### src/rtl/microwave_timer.sv
// microwave_timer: keypad-loaded BCD MM:SS countdown that flags expiry to the magnetron control block
module microwave_timer #(
   parameter int TICKS_PER_SEC = 100
)(
   input  logic       clk,
   input  logic       resetn,
   input  logic       digit_valid,
   input  logic [3:0] digit,
   input  logic       clearn,
   input  logic       mag_on,
   output logic [3:0] min_tens,
   output logic [3:0] min_ones,
   output logic [3:0] sec_tens,
   output logic [3:0] sec_ones,
   output logic       timer_done,
   output logic       time_zero
);
   localparam int CW = $clog2(TICKS_PER_SEC);
   localparam logic [CW-1:0] LAST = CW'(TICKS_PER_SEC - 1);
   localparam logic [1:0] IDLE = 2'd0, SET = 2'd1, RUN = 2'd2, DONE = 2'd3;
   logic [3:0]    r_mt, r_mo, r_st, r_so;
   logic [CW-1:0] r_pre;
   logic [1:0]    r_state;
   logic [3:0]    w_dmt, w_dmo, w_dst, w_dso;
   logic          w_b0, w_b1, w_b2, w_tick, w_key, w_key_zero, w_dec_zero;
   // one-second BCD decrement; seconds tens wrap to 5 so 1:00 becomes 0:59
   always_comb begin
      w_b0  = r_so == 4'd0;
      w_b1  = w_b0 && r_st == 4'd0;
      w_b2  = w_b1 && r_mo == 4'd0;
      w_dso = w_b0 ? 4'd9 : r_so - 4'd1;
      w_dst = w_b0 ? (r_st == 4'd0 ? 4'd5 : r_st - 4'd1) : r_st;
      w_dmo = w_b1 ? (r_mo == 4'd0 ? 4'd9 : r_mo - 4'd1) : r_mo;
      w_dmt = w_b2 ? r_mt - 4'd1 : r_mt;
   end
   assign w_tick     = r_pre == LAST;
   assign w_dec_zero = {w_dmt, w_dmo, w_dst, w_dso} == 16'd0;
   assign w_key      = digit_valid && digit <= 4'd9 && r_state != RUN;
   assign w_key_zero = {r_mo, r_st, r_so, digit} == 16'd0;
   assign time_zero  = {r_mt, r_mo, r_st, r_so} == 16'd0;
   assign timer_done = r_state == DONE;
   assign min_tens   = r_mt;
   assign min_ones   = r_mo;
   assign sec_tens   = r_st;
   assign sec_ones   = r_so;
   always_ff @(posedge clk) begin
      if (!resetn || !clearn) begin
         {r_mt, r_mo, r_st, r_so} <= 16'd0;
         r_pre   <= '0;
         r_state <= IDLE;
      end else if (r_state == RUN) begin
         if (!mag_on) begin
            r_state <= SET;
            r_pre   <= '0;
         end else begin
            r_pre <= w_tick ? '0 : r_pre + 1'b1;
            if (w_tick) begin
               {r_mt, r_mo, r_st, r_so} <= {w_dmt, w_dmo, w_dst, w_dso};
               if (w_dec_zero) r_state <= DONE;
            end
         end
      end else if (mag_on && r_state != DONE) begin
         r_state <= (r_state == IDLE) ? DONE : RUN;
      end else if (w_key) begin
         {r_mt, r_mo, r_st, r_so} <= {r_mo, r_st, r_so, digit};
         r_state <= w_key_zero ? IDLE : SET;
      end
   end
endmodule

### config.mk
export PLATFORM = sky130hd
export DESIGN_NAME = microwave_timer
export DESIGN_NICKNAME = d
export VERILOG_FILES = /design/src/rtl/microwave_timer.sv
export SDC_FILE = /design/constraint.sdc
export NUM_CORES = 1
export LEC_CHECK = 0
export CORE_ASPECT_RATIO = 0.5
export CORE_MARGIN = 1.5
export CORE_UTILIZATION = 50
export CTS_CLUSTER_DIAMETER = 40
export DETAILED_ROUTE_END_ITERATION = 7
export PLACE_DENSITY = 0.76
export SYNTH_ARGS = -nofsm -noshare
export SYNTH_HDL_FRONTEND = slang
export SYNTH_SLANG_ARGS = --single-unit
export TNS_END_PERCENT = 10
### constraint.sdc
create_clock -name clk -period 2.5 [get_ports clk]
set_input_delay 0.375 -clock clk [delete_from_list [all_inputs] [get_ports clk]]
set_output_delay 0.375 -clock clk [all_outputs]
set_load 0.01 [all_outputs]
Word-level counts from Yosys, hierarchy flattened

Index checks and enable logic that the tools add are counted.

Input port bits: 9
Register bits: 25

$lt $le $gt $ge: 1
Equal/unequal tests: 10
Multiplexer cells: 36
Add/sub/neg operators: 5
Reductions and logical operators: 19

Operators by type and width:

| kind                  | count |
|---|---|
| $mux W4               | 26 |
| $logic_not A16 Y1     | 3 |
| $sub A4 B1 Y4 const B | 4 |
| $mux W7               | 2 |
| $logic_not A4 Y1      | 3 |
| $mux W2               | 6 |
| $ne A2 B2 Y1 const B  | 5 |
| $add A7 B1 Y7 const B | 1 |
| $eq A7 B7 Y1 const B  | 1 |
| $ne A3 B3 Y1 const B  | 2 |
| $logic_and A1 B1 Y1   | 5 |
| $eq A2 B2 Y1 const B  | 2 |
| $le A4 B4 Y1 const B  | 1 |
| $reduce_and A4 Y1     | 1 |
| $reduce_and A3 Y1     | 1 |
| $reduce_bool A3 Y1    | 1 |
| $logic_not A1 Y1      | 2 |
| $logic_not A2 Y1      | 1 |
| $mux W1               | 2 |
| $reduce_bool A2 Y1    | 1 |
| $logic_or A1 B1 Y1    | 1 |

Logic depth before layout (Yosys ltp)

Word-level depth: 9
Gate-level depth with buffers: 8

Least setup slack after synthesis

No wires, ideal clock.

Path type: reg-to-output
From: reg r_so[3], in the netlist sec_ones[3]
To: out time_zero
Slack: 508 ps
Stages on the path, launching flop included: 4
Path buffers: 0
Required time: 2125 ps
Arrival: 1617 ps
Path through: dfxtp_1 > nor4_2 > nand4_1 > nor4b_1

Word-level cells in the longest chain between the ends: 1

RTL lines:

| item                     | RTL line | source |
|---|---|---|
| start: declaration       | 21       | `logic [3:0] r_mt, r_mo, r_st, r_so;` |
| start signal: assignment | 58       | `{r_mt, r_mo, r_st, r_so} <= {w_dmt, w_dmo, w_dst, w_dso};` |
| start signal: assignment | 65       | `{r_mt, r_mo, r_st, r_so} <= {r_mo, r_st, r_so, digit};` |
| $logic_not A16 Y1        | 40       | `assign time_zero = {r_mt, r_mo, r_st, r_so} == 16'd0;` |
| end: declaration         | 16       | `output logic time_zero` |

No other way between the ends.

Final worst setup path

From: reg r_pre[2]
To: reg r_so[0], in the netlist sec_ones[0]

Word-level cells in the longest chain between the ends: 3

RTL lines:

| item                               | RTL line | source |
|---|---|---|
| start: declaration                 | 22       | `logic [CW-1:0] r_pre;` |
| start signal: assignment           | 56       | `r_pre <= w_tick ? '0 : r_pre + 1'b1;` |
| $eq A7 B7 Y1                       | 36       | `assign w_tick = r_pre == LAST;` |
| $ne A2 B2 Y1 (no source line)      | -        |  |
| $reduce_and A4 Y1 (no source line) | -        |  |

No other way between the ends.
A chain may end at the register's enable or synchronous reset.

==> impl_metrics.json <==
{
  "run_status": "complete, no violations",
  "grt_setup_unrepaired": "false",
  "ys_warn_count": 0,
  "detailed_place.area_um2": 1978,
  "globalplace.congestion": 0.8859,
  "vias": 1832,
  "numClockSinks": 25,
  "post_synth_mux_area_share": 0.006159,
  "simple_gate_fraction_of_synth_area": 0.3418,
  "synth-compound-area-share": 0.2779,
  "post-cts-setup-buffers": 0,
  "drive_gt1_frac": 0.09766,
  "grt_overflow": 0,
  "drt-vias-per-instance": 6.189,
  "ios": 27,
  "timing.critical_path.to_type": "register",
  "num-nets-final": 269,
  "ctsHoldBuffers": 0,
  "finalCritPeriodShare": 0.8998,
  "grt_start_max_net_pins": 22,
  "async_reset_ff_frac": 0,
  "synth_nets": 238,
  "leakage_power_summed_over_all_cells_nw": 0.7493,
  "drc_errors": 0,
  "worst_slew_margin_rel": 0.5939,
  "worst_pin_slew_ns": 0.6064,
  "route.final.wire_length_um": 4618,
  "clock-skew-final_ns": 0.006745,
  "timing.final.max_slew_violations": 0,
  "min_to": "r_pre[1]$_SDFFE_PP0P_",
  "timing.final.ws_setup_ns": 0.2506,
  "powerDensity_nw_per_um2": 400.6,
  "power.ir.vdd_worst_mv": 0.2485,
  "finalSetupViolations": 0,
  "max_cap_viol_count": 0,
  "synth-xor-area-share": 0,
  "cts_max_path_buffers": 2,
  "dominant_combinational_cell_family_by_area_after_synthesis": "simple AND/OR/NAND/NOR gates",
  "initial_core_utilization": 0.5333,
  "fin_area_um2": 2041,
  "rrSetupSlack_ns": 0.25,
  "placement.io_buffers": 26,
  "holdCritStartpoint": "r_pre[1]$_SDFFE_PP0P_",
  "core_area_um2": 3048,
  "synth_largest_type_area_fraction": 0.3079,
  "cts_root_buf": "sky130_fd_sc_hd__clkbuf_8",
  "timing.hold.worst_path_depth": 2,
  "syn_avg_cell_area_um2": 7.192,
  "report.final.hold_viol_count": 0,
  "fin_hold_ws_ns": 0.4942,
  "syn2layout_area_growth_pct": 25.56,
  "grt_pass1_wl_um": 7424,
  "synth.top_cells.by_area": "sky130_fd_sc_hd__dfxtp_1 31%, sky130_fd_sc_hd__nand2_1 7.9%, sky130_fd_sc_hd__nor2_1 7.4%",
  "worst_slack_at_placement_ns": 0.2601,
  "worst_hold_path_type": "reg2reg",
  "drt-wirelength-per-cell_um": 15.60,
  "die_w_um": 83.63,
  "synth-seq-cells": 25,
  "ys_types": 46,
  "dr.first_iter.drc_count": 136,
  "post_synth_fa_ha_maj_area_fraction": 0.02309,
  "worst_setup_path_start_kind": "register",
  "htree_levels": 1,
  "cts_buffers": 3,
  "placementRows": 14,
  "max_freq_ghz": 0.4446,
  "dp_hpwl_um": 3333,
  "reg2reg_depth": 6,
  "yosys_most_used_dff": "sky130_fd_sc_hd__dfxtp_1",
  "drt_pass1_iterations": 5,
  "route.antenna.remaining_nets": 0,
  "synth_cells": 226,
  "critPathRequiredTime_ns": 2.69,
  "design.die.area_um2": 3622,
  "worstSetupPathType": "reg2reg",
  "cts_resized": 0,
  "yosysSeqAreaShare": 0.3079,
  "die_h_um": 43.32,
  "antennaDiodeCount": 0,
  "synthDominantAreaCellType": "sky130_fd_sc_hd__dfxtp_1",
  "cts.clk_slew.worst_paths_ns": 0.09,
  "tritoncts": "built",
  "worstPathArrival_ns": 2.44,
  "clkLatencyLatePin_ns": 0.28,
  "path_max_fanout": 12,
  "vias_in_the_first_global_route": 1596,
  "global_router_s_overall_resource_usage": 0.2605,
  "timing.setup.tns_ns": 0,
  "r2r_start": "r_pre[2]$_SDFFE_PP0P_",
  "timing.rr.end": "sec_ones[0]$_SDFFE_PP0P_",
  "synth-edff-count": 0,
  "initial_antenna_violation_count": 0,
  "mapped_cell_area_um2": 1625,
  "period_minus_slack_ns": 2.249
}
## logic make-up after synthesis
logic type / after synthesis
flops: 25
simple gates: 110
compound gates: 70
mux: 1
fa+ha+maj: 3
buf+inv: 17
## stage by stage
stage / total power, mW / utilization / cells
finish: 0.8174 / 0.6695 / 296
global route: 0.8485 / 0.6695 / 296
CTS: 0.8154 / 0.6638 / 296
detailed placement: 0.5683 / 0.6490 / 292
global placement: 0.5654 / 0.6490 / 292
floorplan: 0.5093 / - / 226
## state kept, by name, summed over array words and instances, names as in the netlist
| signal | cells |
|---|---|
| min_tens | 4 |
| min_ones | 4 |
| r_state | 2 |
| r_pre | 7 |
| sec_tens | 4 |
| sec_ones | 4 |
## cells in the mapped netlist (all sizes together) (3+ instances only)
cell type and instances:
nand2 34, nor2 32, dfxtp 25, o21ai 22, a21oi 18, clkbuf 10
nand3 9, nor4 6, nor3 5, a311oi 4, inv 4, a31oi 3
and3 3, buf 3, ha 3, nand2b 3, nor3b 3, o211a 3
o22ai 3
## routing by layer
| layer | up-vias | routed length [um] | track usage |
|---|---|---|---|
| met5 | - | 0 | 0 |
| met2 | 75 | 1990 | 0.4097 |
| met3 | 6 | 391 | 0.06809 |
| met4 | 0 | 43 | 0.06557 |
| li1 | 894 | - | - |
| met1 | 857 | 2192 | 0.3627 |
## area by class of cell
class,instances,area (um2)
multi-input cells,184,1069
fillers,271,1007
flip-flops and latches,25,501.7
repair buffers,39,360.3
well taps,40,50.05
clock buffers,4,45.04
inverters,4,15.01
## worst max-delay path: stages, from the launching register on
cell and delay [ns]:
sky130_fd_sc_hd__dfxtp_1 0.35, sky130_fd_sc_hd__or4b_4 0.57, sky130_fd_sc_hd__nor4_2 0.44, sky130_fd_sc_hd__or2_1 0.25, sky130_fd_sc_hd__buf_4 0.23, sky130_fd_sc_hd__a21oi_1 0.08
sky130_fd_sc_hd__a311oi_1 0.23
## report_power, final
group          leakage [nW]  total (mW)  switching (mW)  internal [mW]
combinational         0.524       0.151          0.0847         0.0659
sequential            0.202       0.413         0.00942          0.403
clock                0.0228       0.254           0.139          0.115
## placed cells by master (no fill, tap or decap), types with 4 or more instances in the layout
cell type and instances:
sky130_fd_sc_hd__nor3_1 4, sky130_fd_sc_hd__o21ai_0 22, sky130_fd_sc_hd__dfxtp_1 24, sky130_fd_sc_hd__nor2_1 32, sky130_fd_sc_hd__nand2_1 34, sky130_fd_sc_hd__buf_4 13
sky130_fd_sc_hd__a21oi_1 18, sky130_fd_sc_hd__clkdlybuf4s50_1 25, sky130_fd_sc_hd__inv_1 4, sky130_fd_sc_hd__a311oi_1 4, sky130_fd_sc_hd__nand3_1 9
## worst max-delay path by stage
stage / start / endpoint / slack, ns / cells past startpoint
6_report: r_pre[2]$_SDFFE_PP0P_ / sec_ones[0]$_SDFFE_PP0P_ / 0.25 / 6
5_1_grt: r_pre[2]$_SDFFE_PP0P_ / min_ones[0]$_SDFFE_PP0P_ / 0.18 / 6
4_1_cts: min_ones[0]$_SDFFE_PP0P_ / time_zero / 0.02 / 4
3_5_place_dp: digit[2] / sec_ones[0]$_SDFFE_PP0P_ / 0.26 / 7
3_3_place_gp: digit[2] / sec_ones[0]$_SDFFE_PP0P_ / 0.30 / 7
2_1_floorplan: sec_ones[3]$_SDFFE_PP0P_ / time_zero / 0.51 / 3
No activity file was read; power rests on OpenSTA's default activity.
